### config.mk
export PLATFORM = sky130hd
export DESIGN_NAME = rom_port_arbiter
export DESIGN_NICKNAME = d
export VERILOG_FILES = /design/src/rtl/rom_port_arbiter_pkg.sv /design/src/rtl/rom_arb_resp_track.sv /design/src/rtl/rom_port_arbiter.sv
export SDC_FILE = /design/constraint.sdc
export NUM_CORES = 1
export LEC_CHECK = 0
export ABC_AREA = 0
export BUFFER_PORTS_ARGS = -buffer_cell sky130_fd_sc_hd__buf_2
export CORE_AREA = 2 2 106 108
export CTS_CLUSTER_DIAMETER = 50
export DETAILED_ROUTE_END_ITERATION = 10
export DIE_AREA = 0 0 108 110
export PLACE_DENSITY = 0.45
export SLEW_MARGIN = 20
export SYNTH_ARGS = -nofsm -noshare
export SYNTH_HDL_FRONTEND = slang
export SYNTH_SLANG_ARGS = --single-unit
### constraint.sdc
create_clock -name clk -period 1 [get_ports clk]
set_input_delay 0.05 -clock clk [delete_from_list [all_inputs] [get_ports clk]]
set_output_delay 0.05 -clock clk [all_outputs]
set_load 0.005 [all_outputs]
### src/rtl/rom_port_arbiter_pkg.sv
// Shared definitions for the instruction-ROM port arbiter: response-owner encoding and the
// fetch NOP word. `INST_NOP normally comes from ins_defines.v; a fallback is provided here.
`ifndef INST_NOP
`define INST_NOP 32'h00000001
`endif

package rom_port_arbiter_pkg;

    typedef enum logic [1:0] {
        OWN_NONE = 2'd0,
        OWN_IF   = 2'd1,
        OWN_DM   = 2'd2
    } owner_e;

    localparam logic [31:0] INST_NOP = `INST_NOP;

endpackage

### src/rtl/rom_arb_resp_track.sv
// Tracks which requester owns the ROM read data returning this cycle and routes it,
// squashing a fetch response when a jump is taken in the same cycle.
module rom_arb_resp_track
    import rom_port_arbiter_pkg::*;
#(
    parameter int DW = 32
) (
    input  logic          clk,
    input  logic          rst,
    input  logic          jump_en_i,
    input  logic          if_gnt,
    input  logic          dm_rd_gnt,
    input  logic [DW-1:0] rom_rdata_i,
    output logic          if_rvalid_o,
    output logic [DW-1:0] if_rdata_o,
    output logic          dm_rvalid_o,
    output logic [DW-1:0] dm_rdata_o
);

    owner_e owner, owner_nxt;

    always_ff @(posedge clk or negedge rst) begin
        if (!rst) begin
            owner <= OWN_NONE;
        end else begin
            owner <= owner_nxt;
        end
    end

    // A write grant leaves no response behind, so it falls through to OWN_NONE.
    always_comb begin
        owner_nxt   = OWN_NONE;
        if_rvalid_o = 1'b0;
        if_rdata_o  = DW'(INST_NOP);
        dm_rvalid_o = 1'b0;
        dm_rdata_o  = '0;

        if (if_gnt) begin
            owner_nxt = OWN_IF;
        end else if (dm_rd_gnt) begin
            owner_nxt = OWN_DM;
        end

        case (owner)
            OWN_IF: begin
                if (!jump_en_i) begin
                    if_rvalid_o = 1'b1;
                    if_rdata_o  = rom_rdata_i;
                end
            end
            OWN_DM: begin
                dm_rvalid_o = 1'b1;
                dm_rdata_o  = rom_rdata_i;
            end
            default: ;
        endcase
    end

endmodule

### src/rtl/rom_port_arbiter.sv
// Shares the single-ported instruction ROM between fetch and data paths with a
// combinational per-cycle grant. Define ROM_ARB_FAIR_EN to bound data bursts against fetch.
module rom_port_arbiter
    import rom_port_arbiter_pkg::*;
#(
    parameter int AW           = 32,
    parameter int DW           = 32,
    parameter int MAX_DM_BURST = 4
) (
    input  logic          clk,
    input  logic          rst,
    input  logic          jump_en_i,
    input  logic          if_req_i,
    input  logic [AW-1:0] if_addr_i,
    output logic          if_gnt_o,
    output logic          if_rvalid_o,
    output logic [DW-1:0] if_rdata_o,
    input  logic          dm_req_i,
    input  logic          dm_we_i,
    input  logic [AW-1:0] dm_addr_i,
    input  logic [DW-1:0] dm_wdata_i,
    input  logic [3:0]    dm_be_i,
    output logic          dm_gnt_o,
    output logic          dm_rvalid_o,
    output logic [DW-1:0] dm_rdata_o,
    output logic          rom_ce_o,
    output logic          rom_we_o,
    output logic [AW-1:0] rom_addr_o,
    output logic [DW-1:0] rom_wdata_o,
    output logic [3:0]    rom_be_o,
    input  logic [DW-1:0] rom_rdata_i,
    output logic          hold_flag_o
);

    if (MAX_DM_BURST < 1) begin : g_bad_burst
        $error("MAX_DM_BURST must be at least 1");
    end

    // Grants stay off from reset assertion until the first clock edge after release.
    logic run_q;

    always_ff @(posedge clk or negedge rst) begin
        if (!rst) begin
            run_q <= 1'b0;
        end else begin
            run_q <= 1'b1;
        end
    end

`ifdef ROM_ARB_FAIR_EN
    localparam int CW = $clog2(MAX_DM_BURST + 1);
    localparam logic [CW-1:0] BURST_MAX = CW'(MAX_DM_BURST);

    logic [CW-1:0] burst_cnt;
    logic          fetch_turn;

    assign fetch_turn = (burst_cnt == BURST_MAX);

    always_ff @(posedge clk or negedge rst) begin
        if (!rst) begin
            burst_cnt <= '0;
        end else if (if_gnt_o || !if_req_i) begin
            burst_cnt <= '0;
        end else if (dm_gnt_o && !fetch_turn) begin
            burst_cnt <= burst_cnt + 1'b1;
        end
    end
`else
    logic fetch_turn;

    assign fetch_turn = 1'b0;
`endif

    assign dm_gnt_o    = run_q & dm_req_i & ~(if_req_i & fetch_turn);
    assign if_gnt_o    = run_q & if_req_i & ~dm_gnt_o;
    assign hold_flag_o = run_q & if_req_i & ~if_gnt_o;

    always_comb begin
        rom_ce_o    = 1'b0;
        rom_we_o    = 1'b0;
        rom_addr_o  = '0;
        rom_wdata_o = '0;
        rom_be_o    = 4'h0;
        if (dm_gnt_o) begin
            rom_ce_o    = 1'b1;
            rom_we_o    = dm_we_i;
            rom_addr_o  = dm_addr_i;
            rom_wdata_o = dm_wdata_i;
            rom_be_o    = dm_be_i;
        end else if (if_gnt_o) begin
            rom_ce_o   = 1'b1;
            rom_addr_o = if_addr_i;
            rom_be_o   = 4'hF;
        end
    end

    rom_arb_resp_track #(
        .DW(DW)
    ) u_resp_track (
        .clk        (clk),
        .rst        (rst),
        .jump_en_i  (jump_en_i),
        .if_gnt     (if_gnt_o),
        .dm_rd_gnt  (dm_gnt_o & ~dm_we_i),
        .rom_rdata_i(rom_rdata_i),
        .if_rvalid_o(if_rvalid_o),
        .if_rdata_o (if_rdata_o),
        .dm_rvalid_o(dm_rvalid_o),
        .dm_rdata_o (dm_rdata_o)
    );

endmodule

==> metrics.md <==
| Metric | Value |
|---|---|
| Status | complete, but fails checks |
| Failing checks | setup timing |
| DRT antenna net count | 0 |
| Drt pass-1 iters | 4 |
| Total of warnings raised by yosys | 0 |
| Setup violators final | 141 |
| PwrDens | 456 nW/um^2 |
| Register area | 76.3 um^2 |
| Final worst slack | -0.398 ns |
| CP Capture Type | output port |
| Worst Skew | 0.00651 ns |
| Synthesized Nets | 314 |
| Total CTS buffers | 3 |
| Post-Synthesis Cells | 176 |
| Final non-filler cell total | 592 |
| Initial DRC Count | 91 |
| CP startpoint kind | flip-flop |
| WL/cell | 13.2 um |
| Hold Crit Class | input port to flip-flop |
| First-pass GRT wire length | 10.2 mm |
| Critical Path RT | 0.95 ns |
| Vias per inst | 4.21 |
| Starting density of the core | 0.121 |
| Crit path time final | 1.40 ns |
| Filler Cells Inserted | 1190 |
| Final Hold Vio Count | 0 |
| Largest net degree at the start of global routing | 41 |
| Synth top area cells | and2_1 (32%), a32o_1 (25%), and3_1 (16%) |
| Main combinational cell family by area after synthesis | simple AND/OR/NAND/NOR gates |
| Cells after DPL | 578 |
| Top cell type's share of synthesized area | 0.315 |
| Worst Path Arrival | 1.35 ns |
| Horiz. Die Dim | 108 um |
| Mux cell area share after synthesis | 0 |
| Final Util | 0.290 |
| Total number of vias | 2492 |
| Max-Cap Viols | 0 |
| Root Buffer | clkbuf_8 |
| Post-Syn Area | 1290 um^2 |
| CORE AREA | 10700 um^2 |
| Placement Cell Area | 2800 um^2 |
| HPWL Detailed | 6.08 mm |
| Share of cells above drive strength 1 | 0.701 |
| Post-Synth Simple-Gate Area | 0.529 |
| Footprint of the multi-input gates | 1090 um^2 |
| Commonest non-fill, non-tap cell in the layout | buf_2 |
| Average size of a mapped cell | 7.33 um^2 |
| Hold slack | 0.0174 ns |
| CTS tree | done |
| Area growth, synth to finish | 141% |
| Commonest cells after routing, fill and taps aside | buf_2 (263), and2_1 (51), and3_1 (34), a32o_1 (32), buf_6 (18) |
| GRT Resource Usage Total | 0.108 |
| Area leader, netlist | and2_1 |
| Residual DRC | 0 |
| Final period utilization | 1.40 |
| Highest clock rate | 715 MHz |
| Synth Area in Compound Gates | 0.277 |
| Clk_lat worst skew | 0.22 ns |
| Vias in the first global route | 2189 |
| Netlist cell types | 19 |
| CTS clk-pin slew, worst paths | 0.03 ns |
| Site Rows | 38 |
| XOR/XNOR Fraction of Synth Area | 0 |
| CTS Sinks | 3 |
| Antenna violations before repair | 1 |
| Setup TNS | -42.64 ns |
| H-tree depth | 1 |
| Sequential-to-total area share from yosys stat | 0.0582 |
| Worst IR drop on VDD | 0.253 mV |
| Setup CP Type | flip-flop to output port |
| Post-Synth Adder-Cell Area | 0 |
| Ports | 277 |
| Final nets | 590 |
| Synthesis-stage register bit count | 3 |
| CP max FO | 17 |
| Total gr overflow | 0 |
| RSZ-0062 raised after global routing | yes |
| Die H | 110 um |
| Die area | 11900 um^2 |
| Finished Cell Area | 3110 um^2 |
| Clock buffer depth | 2 |
| IO Port Bufs | 276 |
| Routability congestion estimate | 0.661 |
| Leakage | 1.99 nW |
| Routed wire length | 7.81 mm |
| Max-slew violations | 0 |
-- layout make-up --
cell class,instances,share of cell area
sequential,3,0.0246
inverter,1,0.00121
multi-input combinational,148,0.351
timing repair buffer,295,0.552
antenna,1,0.000805
clock buffer,4,0.0145
tap,140,0.0564
-- per-layer routing --
| metal | vias up | track usage | share of wire |
|---|---|---|---|
| met5 | - | 0 | 0 |
| met1 | 1126 | 0.103 | 0.34 |
| met4 | 0 | 0.0302 | 0.017 |
| met3 | 6 | 0.0235 | 0.11 |
| met2 | 169 | 0.228 | 0.53 |
| li1 | 1191 | - | - |
-- cell usage after synthesis --
library cell  count
a21boi_0          4
a32o_1           32
and2_1           65
and2_4            1
and2b_1           1
and3_1           34
buf_2             6
buf_4             1
buf_6             8
clkbuf_1          8
clkbuf_2          2
conb_1            1
dfrtp_1           3
inv_1             1
nand2_1           4
nand2b_1          2
nor2b_1           1
nor3b_2           1
o21a_1            1
-- final timing paths --
check	to	startpoint	cells past startpoint	slack, ns
worst max-delay path	rom_addr_o[30]	run_q	4	-0.40
min in group asynchronous	u_resp_track.owner[1]	rst	2	0.19
worst min register to register	u_resp_track.owner[0]	run_q	2	0.94
worst max register to register	u_resp_track.owner[1]	run_q	4	-0.10
max in group asynchronous	run_q	rst	2	0.67
worst min-delay path	u_resp_track.owner[1]	dm_we_i	2	0.02
-- worst max-delay path, cell delays in order, from the launching register on --
cell and delay [ns]:
dfrtp_2 0.44, and2_4 0.18, buf_12 0.15, a32o_1 0.22, buf_2 0.13
-- flip-flops by register name (all words and copies together), names as in the netlist --
| signal | cells |
|---|---|
| u_resp_track.owner | 2 |
| run_q | 1 |
-- power by group --
| group | total, W | internal [W] | leakage [nW] | switching [W] |
|---|---|---|---|---|
| Sequential | 0.000133 | 0.000128 | 0.0376 | 0.00000549 |
| Combinational | 0.000930 | 0.000551 | 1.93 | 0.000379 |
| Clock | 0.000354 | 0.000272 | 0.0228 | 0.0000817 |
-- cells by family (layout without fill, tap and decap cells) --
kind of cell,count (synthesis),in the layout
AND/OR/NAND/NOR,109,110
other,1,2
flip-flops,3,3
buffers and inverters,26,300
AO/OA/AOI/OAI,37,37
-- metrics by stage --
step	total power [W]	setup WS, ns
final	0.00142	-0.398
after global routing	0.00155	-0.437
after CTS	0.00142	-0.420
after detailed placement	0.000972	-0.224
after global placement	0.000966	-0.188
after floorplan	0.000470	-0.0566
-- what timing repair did --
item                                   4_1_cts  5_1_grt
pin swaps                                   11        0
setup endpoints to repair                  140      140
buffers inserted                             3        1
hold buffers                                 1        0
gates resized for setup                     33       10
endpoints found under the hold margin        3        0
cloned                                       3        1
(Power assumes the default switching activity.)
